`src/rtl/vga_plotter.sv`:
```
// Pixel-write sequencer: queues plot requests in a small FIFO and drives the VGA adapter
// write port one pixel per cycle, with an order-preserving full-screen clear sweep.
module vga_plotter #(
  parameter int WIDTH  = 160,
  parameter int HEIGHT = 120,
  parameter int DEPTH  = 4
) (
  input  logic        clock,
  input  logic        reset,
  input  logic        plot_valid,
  input  logic [7:0]  plot_x,
  input  logic [6:0]  plot_y,
  input  logic [14:0] plot_color,
  output logic        plot_ready,
  input  logic        clear_start,
  input  logic [14:0] clear_color,
  output logic        busy,
  output logic [7:0]  adapter_x,
  output logic [6:0]  adapter_y,
  output logic [14:0] adapter_color,
  output logic        adapter_plot,
  output logic [7:0]  drop_count
);

  // state | meaning
  // IDLE  | draining the FIFO, one pop per cycle
  // PEND  | clear requested, intake closed until the FIFO drains
  // CLEAR | sweeping the screen with the latched colour
  typedef enum logic [1:0] {IDLE, PEND, CLEAR} state_t;

  localparam int AW = (DEPTH > 1) ? $clog2(DEPTH) : 1;
  localparam logic [AW:0] FULL_CNT = (AW+1)'(DEPTH);
  localparam logic [AW:0] ONE_CNT  = (AW+1)'(1);
  localparam logic [7:0]  X_END    = 8'(WIDTH);
  localparam logic [6:0]  Y_END    = 7'(HEIGHT);
  localparam logic [7:0]  X_LAST   = 8'(WIDTH - 1);
  localparam logic [6:0]  Y_LAST   = 7'(HEIGHT - 1);

  state_t      state;
  logic [29:0] fifo_mem [DEPTH];
  logic [AW-1:0] wr_ptr, rd_ptr;
  logic [AW:0] count;
  logic        fifo_empty, fifo_full;
  logic        accept, in_range, push, pop;
  logic [7:0]  clr_x;
  logic [6:0]  clr_y;
  logic        clr_done;
  logic [14:0] clr_color;

  assign fifo_empty = (count == '0);
  assign fifo_full  = (count == FULL_CNT);
  assign plot_ready = !reset && !fifo_full && (state != PEND);
  assign accept     = plot_valid && plot_ready;
  assign in_range   = (plot_x < X_END) && (plot_y < Y_END);
  assign push       = accept && in_range;
  assign pop        = (state != CLEAR) && !fifo_empty;
  assign busy       = (state != IDLE);

  always_ff @(posedge clock) begin
    if (push) fifo_mem[wr_ptr] <= {plot_color, plot_y, plot_x};
  end

  always_ff @(posedge clock) begin
    if (reset) begin
      state         <= IDLE;
      wr_ptr        <= '0;
      rd_ptr        <= '0;
      count         <= '0;
      adapter_x     <= '0;
      adapter_y     <= '0;
      adapter_color <= '0;
      adapter_plot  <= 1'b0;
      drop_count    <= '0;
      clr_x         <= '0;
      clr_y         <= '0;
      clr_done      <= 1'b0;
      clr_color     <= '0;
    end else begin
      if (push) wr_ptr <= wr_ptr + 1'b1;
      if (pop)  rd_ptr <= rd_ptr + 1'b1;
      case ({push, pop})
        2'b10:   count <= count + 1'b1;
        2'b01:   count <= count - 1'b1;
        default: count <= count;
      endcase

      if (accept && !in_range && drop_count != 8'hFF) drop_count <= drop_count + 1'b1;

      adapter_plot <= 1'b0;
      if (pop) begin
        {adapter_color, adapter_y, adapter_x} <= fifo_mem[rd_ptr];
        adapter_plot <= 1'b1;
      end

      case (state)
        IDLE: begin
          if (clear_start) begin
            clr_color <= clear_color;
            state     <= fifo_empty ? CLEAR : PEND;
          end
        end
        PEND: begin
          // Intake is closed here, so a count of one means this edge pops the last entry.
          if (fifo_empty || count == ONE_CNT) state <= CLEAR;
        end
        CLEAR: begin
          if (clr_done) begin
            clr_done <= 1'b0;
            state    <= IDLE;
          end else begin
            adapter_x     <= clr_x;
            adapter_y     <= clr_y;
            adapter_color <= clr_color;
            adapter_plot  <= 1'b1;
            if (clr_x == X_LAST) begin
              clr_x <= '0;
              if (clr_y == Y_LAST) begin
                clr_y    <= '0;
                clr_done <= 1'b1;
              end else begin
                clr_y <= clr_y + 1'b1;
              end
            end else begin
              clr_x <= clr_x + 1'b1;
            end
          end
        end
        default: state <= IDLE;
      endcase
    end
  end

endmodule

```
`config.mk`:
```
export PLATFORM = sky130hd
export DESIGN_NAME = vga_plotter
export DESIGN_NICKNAME = d
export VERILOG_FILES = /design/src/rtl/vga_plotter.sv
export SDC_FILE = /design/constraint.sdc
export NUM_CORES = 1
export LEC_CHECK = 0
export ABC_AREA = 1
export CAP_MARGIN = 0
export CORE_UTILIZATION = 60
export CTS_CLUSTER_SIZE = 14
export DETAILED_ROUTE_END_ITERATION = 16
export HOLD_SLACK_MARGIN = 0.02
export PLACE_DENSITY = 0.84
export SLEW_MARGIN = 30
export SYNTH_ARGS = -nofsm -noshare
export SYNTH_HDL_FRONTEND = slang
export SYNTH_SLANG_ARGS = --single-unit
```
`constraint.sdc`:
```
create_clock -name clock -period 6.75 [get_ports clock]
set_clock_uncertainty 0.2 [all_clocks]
set_input_delay 1.0125 -clock clock [delete_from_list [all_inputs] [get_ports clock]]
set_output_delay 1.0125 -clock clock [all_outputs]
set_load 0.03 [all_outputs]
```
# Word-level counts from Yosys, hierarchy flattened
# Memories as Yosys holds them, arrays and structs flattened. A register that Yosys moved wholly into a read port is not among the register bits.
# Index checks and enable logic that the tools add are counted.
dict set report totals {
  ff_bits 79
  ramBits 120
  inputBits 49
  elab_cells 86
  memories 1
}
# name depth width read_ports rd_clocked_by_memory_dff wr line_no
set memory_table {}
lappend memory_table {fifo_mem 4 30 1 1 1 40} ;# logic [29:0] fifo_mem [DEPTH];
dict set report classes {
  addsub 7
  magnitude_cmp 2
  n_eq_ne 14
  mux 27
  n_bitwise 1
  n_reduce_logical 21
}
# operator n
set ops {}
lappend ops {{$mux W15} 3}
lappend ops {{$mux W8} 4}
lappend ops {{$mux W7} 4}
lappend ops {{$add A8 B1 Y8 const B} 2}
lappend ops {{$mux W2} 6}
lappend ops {{$eq A8 B8 Y1 const B} 1}
lappend ops {{$logic_and A1 B1 Y1} 8}
lappend ops {{$lt A8 B8 Y1 const B} 1}
lappend ops {{$mux W1} 8}
lappend ops {{$ne A2 B2 Y1 const B} 4}
lappend ops {{$ne A8 B8 Y1 const B} 1}
lappend ops {{$add A7 B1 Y7 const B} 1}
lappend ops {{$eq A7 B7 Y1 const B} 1}
lappend ops {{$lt A7 B7 Y1 const B} 1}
lappend ops {{$pmux W2 S3} 1}
lappend ops {{$pmux W3 S2} 1}
lappend ops {{$reduce_and A3 Y1} 2}
lappend ops {{$add A2 B1 Y2 const B} 2}
lappend ops {{$eq A2 B1 Y1 const B} 2}
lappend ops {{$eq A2 B2 Y1 const B} 2}
lappend ops {{$logic_not A1 Y1} 4}
lappend ops {{$reduce_and A2 Y1} 2}
lappend ops {{$reduce_bool A2 Y1} 2}
lappend ops {{$add A3 B1 Y3 const B} 1}
lappend ops {{other kinds (8)} 8}

# Longest topological paths before layout
# Gate-level depths: netlist of the first run.
dict set report logic_depth {
  depth_word 8
  depth_mapped 12
  ltp_nobuf 12
}

# Worst setup path after synthesis of the first run
# Ideal clock, no wire load.
dict set report synth_timing {
  path_kind {in2reg}
  from {input plot_x[6]}
  to {memory fifo_mem[0][0], enable pin}
  setup_ns 0.417
  arrival_ns 2.798
  required_time_ns 6.133
  slack_ns 3.335
  stages 5
  path_cell_list {nor2_1 nor2_1 nor2_1 nand2_2 nor2_1}
}
dict set report synth_between {
  elab_chain_cells 5
}
# element line_no
set synth_lines {}
lappend synth_lines {{start, declared} 11} ;# input logic [7:0] plot_x,
lappend synth_lines {{$lt A8 B8 Y1} 54} ;# assign in_range = (plot_x < X_END) && (plot_y < Y_END);
lappend synth_lines {{$logic_and A1 B1 Y1} 54}
lappend synth_lines {{$logic_and A1 B1 Y1} 55} ;# assign push = accept && in_range;
lappend synth_lines {{$mux W1} 60} ;# if (push) fifo_mem[wr_ptr] <= {plot_color, plot_y, plot_x};
lappend synth_lines {{$mux W1 (not written as such)} 60}
lappend synth_lines {{end, declared} 40}
# Every way passes these cells.

# Worst setup path in the final report of the first run
dict set report layout_timing {
  from {input reset}
  to {output plot_ready}
}
dict set report layout_between {
  elab_chain_cells 3
}
# element line_no
set layout_lines {}
lappend layout_lines {{start, declared} 9} ;# input logic reset,
lappend layout_lines {{$logic_not A1 Y1} 52} ;# assign plot_ready = !reset && !fifo_full && (state != PEND);
lappend layout_lines {{$logic_and A1 B1 Y1 (2 in series)} 52}
lappend layout_lines {{end, declared} 14} ;# output logic plot_ready,
# Every way passes these cells.

==> metrics.md, run 1 <==
| Metric | Value |
|---|---|
| Register area | 0.00523 sq mm |
| Outcome | complete, no violations |
| Leak pwr | 3.54 nW |
| Placer Congestion | 0.809 |
| Slew HR | 37.2% |
| Yosys warnings | 0 |
| Clk pin slew, worst setup/hold paths | 0.06 ns |
| Routed wire length | 19,000 um |
| RSZ-0062 raised after global routing | false |
| Mux cell area share after synthesis | 0% |
| Overall Global Routing Usage | 27.2% |
| Post-synth top area share | 44.4% |
| First-pass GRT wire length | 30,300 um |
| Capture point of the worst reg-to-reg path | count[2]$_SDFFE_PP0P_ |
| Initial antenna violation count | 0 |
| Critical Path Source | reset |
| Vias in the first global route | 6,203 |
| Critical path class | in -> out |
| Met1 global-route usage | 34.3% |
| Multi-input logic area | 0.00254 sq mm |
| Final period util | 63.4% |
| Port buffer count | 89 |
| Largest net degree at the start of global routing | 61 |
| Worst Max-Slew Pin Slew | 0.937 ns |
| Post-synthesis compound-gate area fraction | 12.8% |
| Crit start category | primary input |
| TritonCTS Sinks | 201 |
| TritonCTS clock tree | yes |
| FF-to-FF setup slack | 3.90 ns |
| Area delta synth->final | 20.2% |
| Dpl ws | 2.51 ns |
| Worst Setup EP | plot_ready |
| Die area | 0.0140 sq mm |
| Cell count after synthesis | 778 |
| CP endpoint kind | output port |
| CTS Buf Count | 20 |
| Clock buffer depth | 3 |
| CTS root buf | clkbuf_16 |
| Post-DP HPWL | 11,500 um |
| Critical Path RT | 5.54 ns |
| Fmax | 0.234 GHz |
| Die extent in x | 118 um |
| Seq cells post-synth | 201 |
| Number of synthesized flops with an enable pin | 120 |
| DRT antenna net count | 0 |
| Post-cts sizing count | 0 |
| XOR/XNOR share of the synthesized area | 0.972% |
| Worst r2r src | count[1]$_SDFFE_PP0P_ |
| Cell Area, Synth | 0.00811 sq mm |
| Seq/Total Area, Yosys | 64.4% |
| Row cnt | 42 |
| Initial Util | 61.5% |
| PD cells | 391 mW/mm^2 |
| Latest clock arrival within the worst-skew pair | 0.49 ns |
| CP Cell Sequence | clkdlybuf4s50_1 > inv_1 > nand3_1 > inv_1 > clkdlybuf4s50_1 |
| Fin Setup TNS | 0 ns |
| Die span in y | 118 um |
| Post-Place Cells | 1,012 |
| Max_cap viols | 0 |
| Reg2Reg Depth | 10 |
| Final setup vio count | 0 |
| Hold_ws | 0.280 ns |
| Post-Synth Simple-Gate Area | 15.5% |
| Syn Area/Cell | 10.4 sq um |
| Final min period | 4.28 ns |
| Hold Path Class | reg -> reg |
| Distinct cells, synth | 34 |
| Main flop type after synthesis | edfxtp_1 |
| Async set-reset flop share out of synthesis | 0% |
| Post-Layout Cell Count | 1,048 |
| Crit path largest cell delay | 1.09 ns |
| Post-Synth Adder-Cell Area | 1.85% |
| Synth area leaders | edfxtp_1, dfxtp_1, nor2_1 |
| Crit-path slowest cell | clkdlybuf4s50_1 |
| Via count | 6,227 |
| Power consumption | 3.81 mW |
| Post-layout util | 73.9% |
| Placed Area | 0.00913 sq mm |
| Hold buffers post-CTS | 0 |
| Net Count, Synth | 839 |
| Core area | 0.0132 sq mm |
| GRT met3 Usage | 4.78% |
| DRT Pass-1 Iters | 5 |
| Vias per inst | 5.94 |
| Hold Vio Cnt, Final | 0 |
| Slew Viols, Final | 0 |
| Arr. time, crit path | 3.06 ns |
| I/O Pins | 90 |
| H-tree depth | 1 |
| GR met2 Demand/Resource | 46.4% |
| Share of layout cells above drive strength 1 | 7.11% |
| Antenna Cells | 0 |
| Fill count | 875 |
| DRC | 0 |
| Hold path start | rd_ptr[0]$_SDFFE_PP0N_ |
| Finished layout cell area | 0.00975 sq mm |
| Worst IR Drop VDD | 282 uV |
| Area leader, netlist | edfxtp_1 |
| Overflow after GRT | 0 |
| Largest family of logic cells by synthesized area | simple AND/OR/NAND/NOR gates |
| Setup bufs post-CTS | 0 |
| Crit-path max FO | 24 |
| Nets | 919 |
| Worst setup margin | 2.47 ns |
| Grt peak-use layer | met2 |
| DRT iter0 DRCs | 533 |
| Wire length per cell | 18.1 um |
[Yosys cell counts (3+ instances only)]
cell type	count
a21oi_1	25
buf_2	10
clkbuf_1	25
dfxtp_1	81
edfxtp_1	120
ha_1	12
inv_1	44
inv_2	4
nand2_1	61
nand2_2	4
nand3_1	23
nand4_1	5
nor2_1	180
nor2_2	3
nor2_4	4
nor3_1	4
o21ai_0	83
o21ai_1	7
o221ai_1	28
o22ai_1	30
xor2_1	9
[cells by family (layout without fill, tap and decap cells)]
| kind of cell | Yosys count | count (layout) |
|---|---|---|
| simple gates | 292 | 292 |
| flops | 201 | 201 |
| compound gates | 177 | 177 |
| buf+inv | 87 | 181 |
| fa+ha+maj | 12 | 12 |
| xor+xnor | 9 | 9 |
[power by group]
part           internal, mW  leakage [nW]  switching, mW
clock network         0.595         0.301          0.432
registers              1.45          1.75          0.103
logic                 0.412          1.49          0.819
[sequential cells by signal (all words and copies together), names as in the netlist, named ones only]
| name | cells |
|---|---|
| fifo_mem | 120 |
| adapter_color | 15 |
| clr_color | 15 |
| adapter_x | 8 |
| clr_x | 8 |
| drop_count | 8 |
| adapter_y | 7 |
| clr_y | 7 |
| count | 3 |
| rd_ptr | 2 |
| state | 2 |
| wr_ptr | 2 |
| adapter_plot | 1 |
| clr_done | 1 |
[per-layer routing]
| layer | part of all wire [%] | routed length, um | up-vias |
|---|---|---|---|
| met2 | 50 | 9570 | 270 |
| li1 | - | - | 2888 |
| met4 | 2.4 | 465 | 0 |
| met1 | 40 | 7580 | 3023 |
| met5 | 0 | 0 | - |
| met3 | 7.4 | 1410 | 46 |
[worst max-delay path, delay by kind of cell]
kind / cells / cell delay, ns
AND/OR/NAND/NOR: 1 / 0.17
buffers and inverters: 4 / 1.88
[how the worst min path moves through the flow]
stage	end	slack (ns)	cells after the start
global placement	register	0.25	1
global route	rd_ptr[0]$_SDFFE_PP0N_	0.31	1
finish	rd_ptr[0]$_SDFFE_PP0N_	0.28	1
detailed placement	rd_ptr[0]$_SDFFE_PP0N_	0.26	1
floorplan	register	0.24	1
CTS	rd_ptr[0]$_SDFFE_PP0N_	0.28	1
[area by class of cell]
type                       instances  area share, %
multi-input combinational        490           26.0
sequential                       201           53.6
clock buffer                      32           6.01
timing repair buffer              97           9.89
inverter                          48           1.86
tap                              176           2.26
clock inverter                     4          0.308
[cell usage in the layout, fill, tap and decap left out, drive strengths merged]
cell type	instances
nand2	65
o21a	1
o22ai	30
dfxtp	81
nand3b	4
clkdlybuf4s50	89
nor3b	1
buf	8
xor2	9
inv	46
nand4	6
o211ai	1
o221ai	28
edfxtp	120
o21ai	90
nor3	4
ha	12
o31ai	1
nand3	25
nor2	187
a21oi	26
clkinv	6
clkbuf	32
No activity file was read; power rests on OpenSTA's default activity.
==> run 2, diff against run 1 <==
--- a/config.mk
+++ b/config.mk
@@ -7,11 +7,11 @@
 export LEC_CHECK = 0
 export ABC_AREA = 1
 export CAP_MARGIN = 0
-export CORE_UTILIZATION = 60
+export CORE_UTILIZATION = 56
 export CTS_CLUSTER_SIZE = 14
 export DETAILED_ROUTE_END_ITERATION = 16
 export HOLD_SLACK_MARGIN = 0.02
-export PLACE_DENSITY = 0.84
+export PLACE_DENSITY = 0.79
 export SLEW_MARGIN = 30
 export SYNTH_ARGS = -nofsm -noshare
 export SYNTH_HDL_FRONTEND = slang
==> constraint.sdc (replaced) <==
create_clock -name clock -period 3.97 [get_ports clock]
set_clock_uncertainty 0.2 [all_clocks]
set_input_delay 0.5955 -clock clock [delete_from_list [all_inputs] [get_ports clock]]
set_output_delay 0.5955 -clock clock [all_outputs]
set_load 0.03 [all_outputs]
==> metrics.md, run 2 (synthesis gave the netlist of run 1 again) <==
| Metric | Value |
|---|---|
| Worst IR Drop VDD | 358 uV |
| Leak pwr | 3.58 nW |
| RSZ-0062 raised after global routing | false |
| Die extent in x | 122 um |
| Hold_ws | 0.289 ns |
| Die span in y | 122 um |
| Most frequent cells in the layout | nor2_1, edfxtp_1, clkdlybuf4s50_1 |
| I/O Pins | 90 |
| H-tree depth | 1 |
| Routed wire length | 18,900 um |
| Latest clock arrival within the worst-skew pair | 0.49 ns |
| DRT antenna net count | 0 |
| First-pass GRT wire length | 30,000 um |
| Clk pin slew, worst setup/hold paths | 0.06 ns |
| Placer Congestion | 0.837 |
| Hold Path Class | reg -> reg |
| Max reg flops | 120 |
| FF-to-FF setup slack | 1.11 ns |
| Largest net degree at the start of global routing | 61 |
| Port buffer count | 89 |
| Final setup vio count | 0 |
| Overflow after GRT | 0 |
| Die area | 0.0150 sq mm |
| DRC | 0 |
| Area delta synth->final | 21.1% |
| Largest Register | fifo_mem |
| Overall Global Routing Usage | 25.9% |
| Via count | 6,161 |
| Arr. time, crit path | 3.03 ns |
| Antenna Cells | 0 |
| Wire length per cell | 17.9 um |
| Critical Path RT | 4.14 ns |
| Critical path class | reg -> reg |
| PD cells | 675 mW/mm^2 |
| CTS root buf | clkbuf_16 |
| Vias in the first global route | 6,063 |
| Hold buffers post-CTS | 0 |
| Final period util | 72.0% |
| Post-layout util | 70.2% |
| Initial Util | 58.0% |
| Placed Area | 0.00914 sq mm |
| TritonCTS clock tree | yes |
| Worst Hold Depth | 2 |
| CP endpoint kind | register |
| Slew Viols, Final | 0 |
| Setup bufs post-CTS | 0 |
| TritonCTS Sinks | 201 |
| Max_cap viols | 0 |
| Worst r2r src | count[0]$_SDFFE_PP0P_ |
| Outcome | complete, no violations |
| CTS Buf Count | 21 |
| Vias per inst | 5.83 |
| Crit-path max FO | 31 |
| Hold path start | clr_color[0]$_SDFFE_PP0P_ |
| Top Registers | fifo_mem x120, adapter_color x15, clr_color x15 |
| Crit start category | register |
| Post-cts sizing count | 0 |
| DRT iter0 DRCs | 512 |
| Finished layout cell area | 0.00982 sq mm |
| Core area | 0.0140 sq mm |
| Slew HR | 36.7% |
| Post-DP HPWL | 11,600 um |
| Nets | 923 |
| Fin Setup TNS | 0 ns |
| Fmax | 0.350 GHz |
| End of the worst hold path | clr_color[0]$_SDFFE_PP0P_ |
| Reg2Reg Depth | 10 |
| DRT Pass-1 Iters | 5 |
| Capture point of the worst reg-to-reg path | count[2]$_SDFFE_PP0P_ |
| Leading cell type in the layout, fill and taps excluded | nor2_1 |
| Worst Max-Slew Pin Slew | 0.944 ns |
| Initial antenna violation count | 0 |
| Final min period | 2.86 ns |
| Share of layout cells above drive strength 1 | 7.88% |
| Hold Vio Cnt, Final | 0 |
| Row cnt | 43 |
| Clock buffer depth | 3 |
[run 2: cell types whose count changed in the layout (fill, tap and decap cells not counted), sizes merged]
cell,before,now
bufinv,0,3
clkbuf,32,24
clkinvlp,0,3
buf,8,12
clkdlybuf4s50,89,88
clkinv,6,9
[run 2: per-stage QoR]
stage	setup WS [ns]	instances	power, mW
2_1_floorplan	0.972	778	4.04
3_3_place_gp	1.08	1019	4.65
3_5_place_dp	1.00	1019	4.71
4_1_cts	1.16	1056	6.63
5_1_grt	0.934	1056	6.94
6_report	1.11	1056	6.62
[run 2: how the worst max path moves through the flow]
| stage | from | endpoint | slack [ns] | cells past startpoint |
|---|---|---|---|---|
| 5_1_grt | count[1]$_SDFFE_PP0P_ | count[2]$_SDFFE_PP0P_ | 0.93 | 10 |
| 3_5_place_dp | plot_x[6] | count[2]$_SDFFE_PP0P_ | 1.00 | 10 |
| 6_report | count[0]$_SDFFE_PP0P_ | count[2]$_SDFFE_PP0P_ | 1.11 | 10 |
| 3_3_place_gp | plot_y[4] | count[2]$_SDFFE_PP0P_ | 1.08 | 10 |
| 4_1_cts | count[1]$_SDFFE_PP0P_ | count[2]$_SDFFE_PP0P_ | 1.16 | 10 |
| 2_1_floorplan | plot_x[6] | fifo_mem[0][0]$_DFFE_PP_ | 0.97 | 5 |
[run 2: power by group]
group / leakage (nW) / switching [mW] / internal (mW)
combinational: 1.50 / 1.40 / 0.690
sequential: 1.75 / 0.145 / 2.47
clock: 0.323 / 0.760 / 1.16
total: 3.58 / 2.30 / 4.32
[run 2: worst max-delay path, stage by stage (launching register included)]
cell and delay [ns]:
dfxtp_1 0.36, inv_1 0.10, ha_1 0.20, nand2_1 0.12, nand2_2 0.57, inv_1 0.30
ha_1 0.42, nor2_1 0.12, o21ai_0 0.12, o21ai_0 0.18, a21oi_1 0.06
[run 2: per-layer routing]
metal  wire (um)  up-vias  part of all wire, %  track usage, %
met1        7630     2964                   40            32.7
met2        9600      255                   51            44.4
li1            -     2891                    -               -
met4         448        0                  2.4            10.7
met5           0        -                    0               0
met3        1200       51                  6.3            4.28
[run 2: layout make-up]
class | instances | area (sq um)
fill | 1002 | 4170
clock inverter | 13 | 138
timing repair buffer | 100 | 971
tap | 180 | 225
multi-input combinational | 490 | 2540
inverter | 48 | 181
clock buffer | 24 | 537
sequential | 201 | 5230
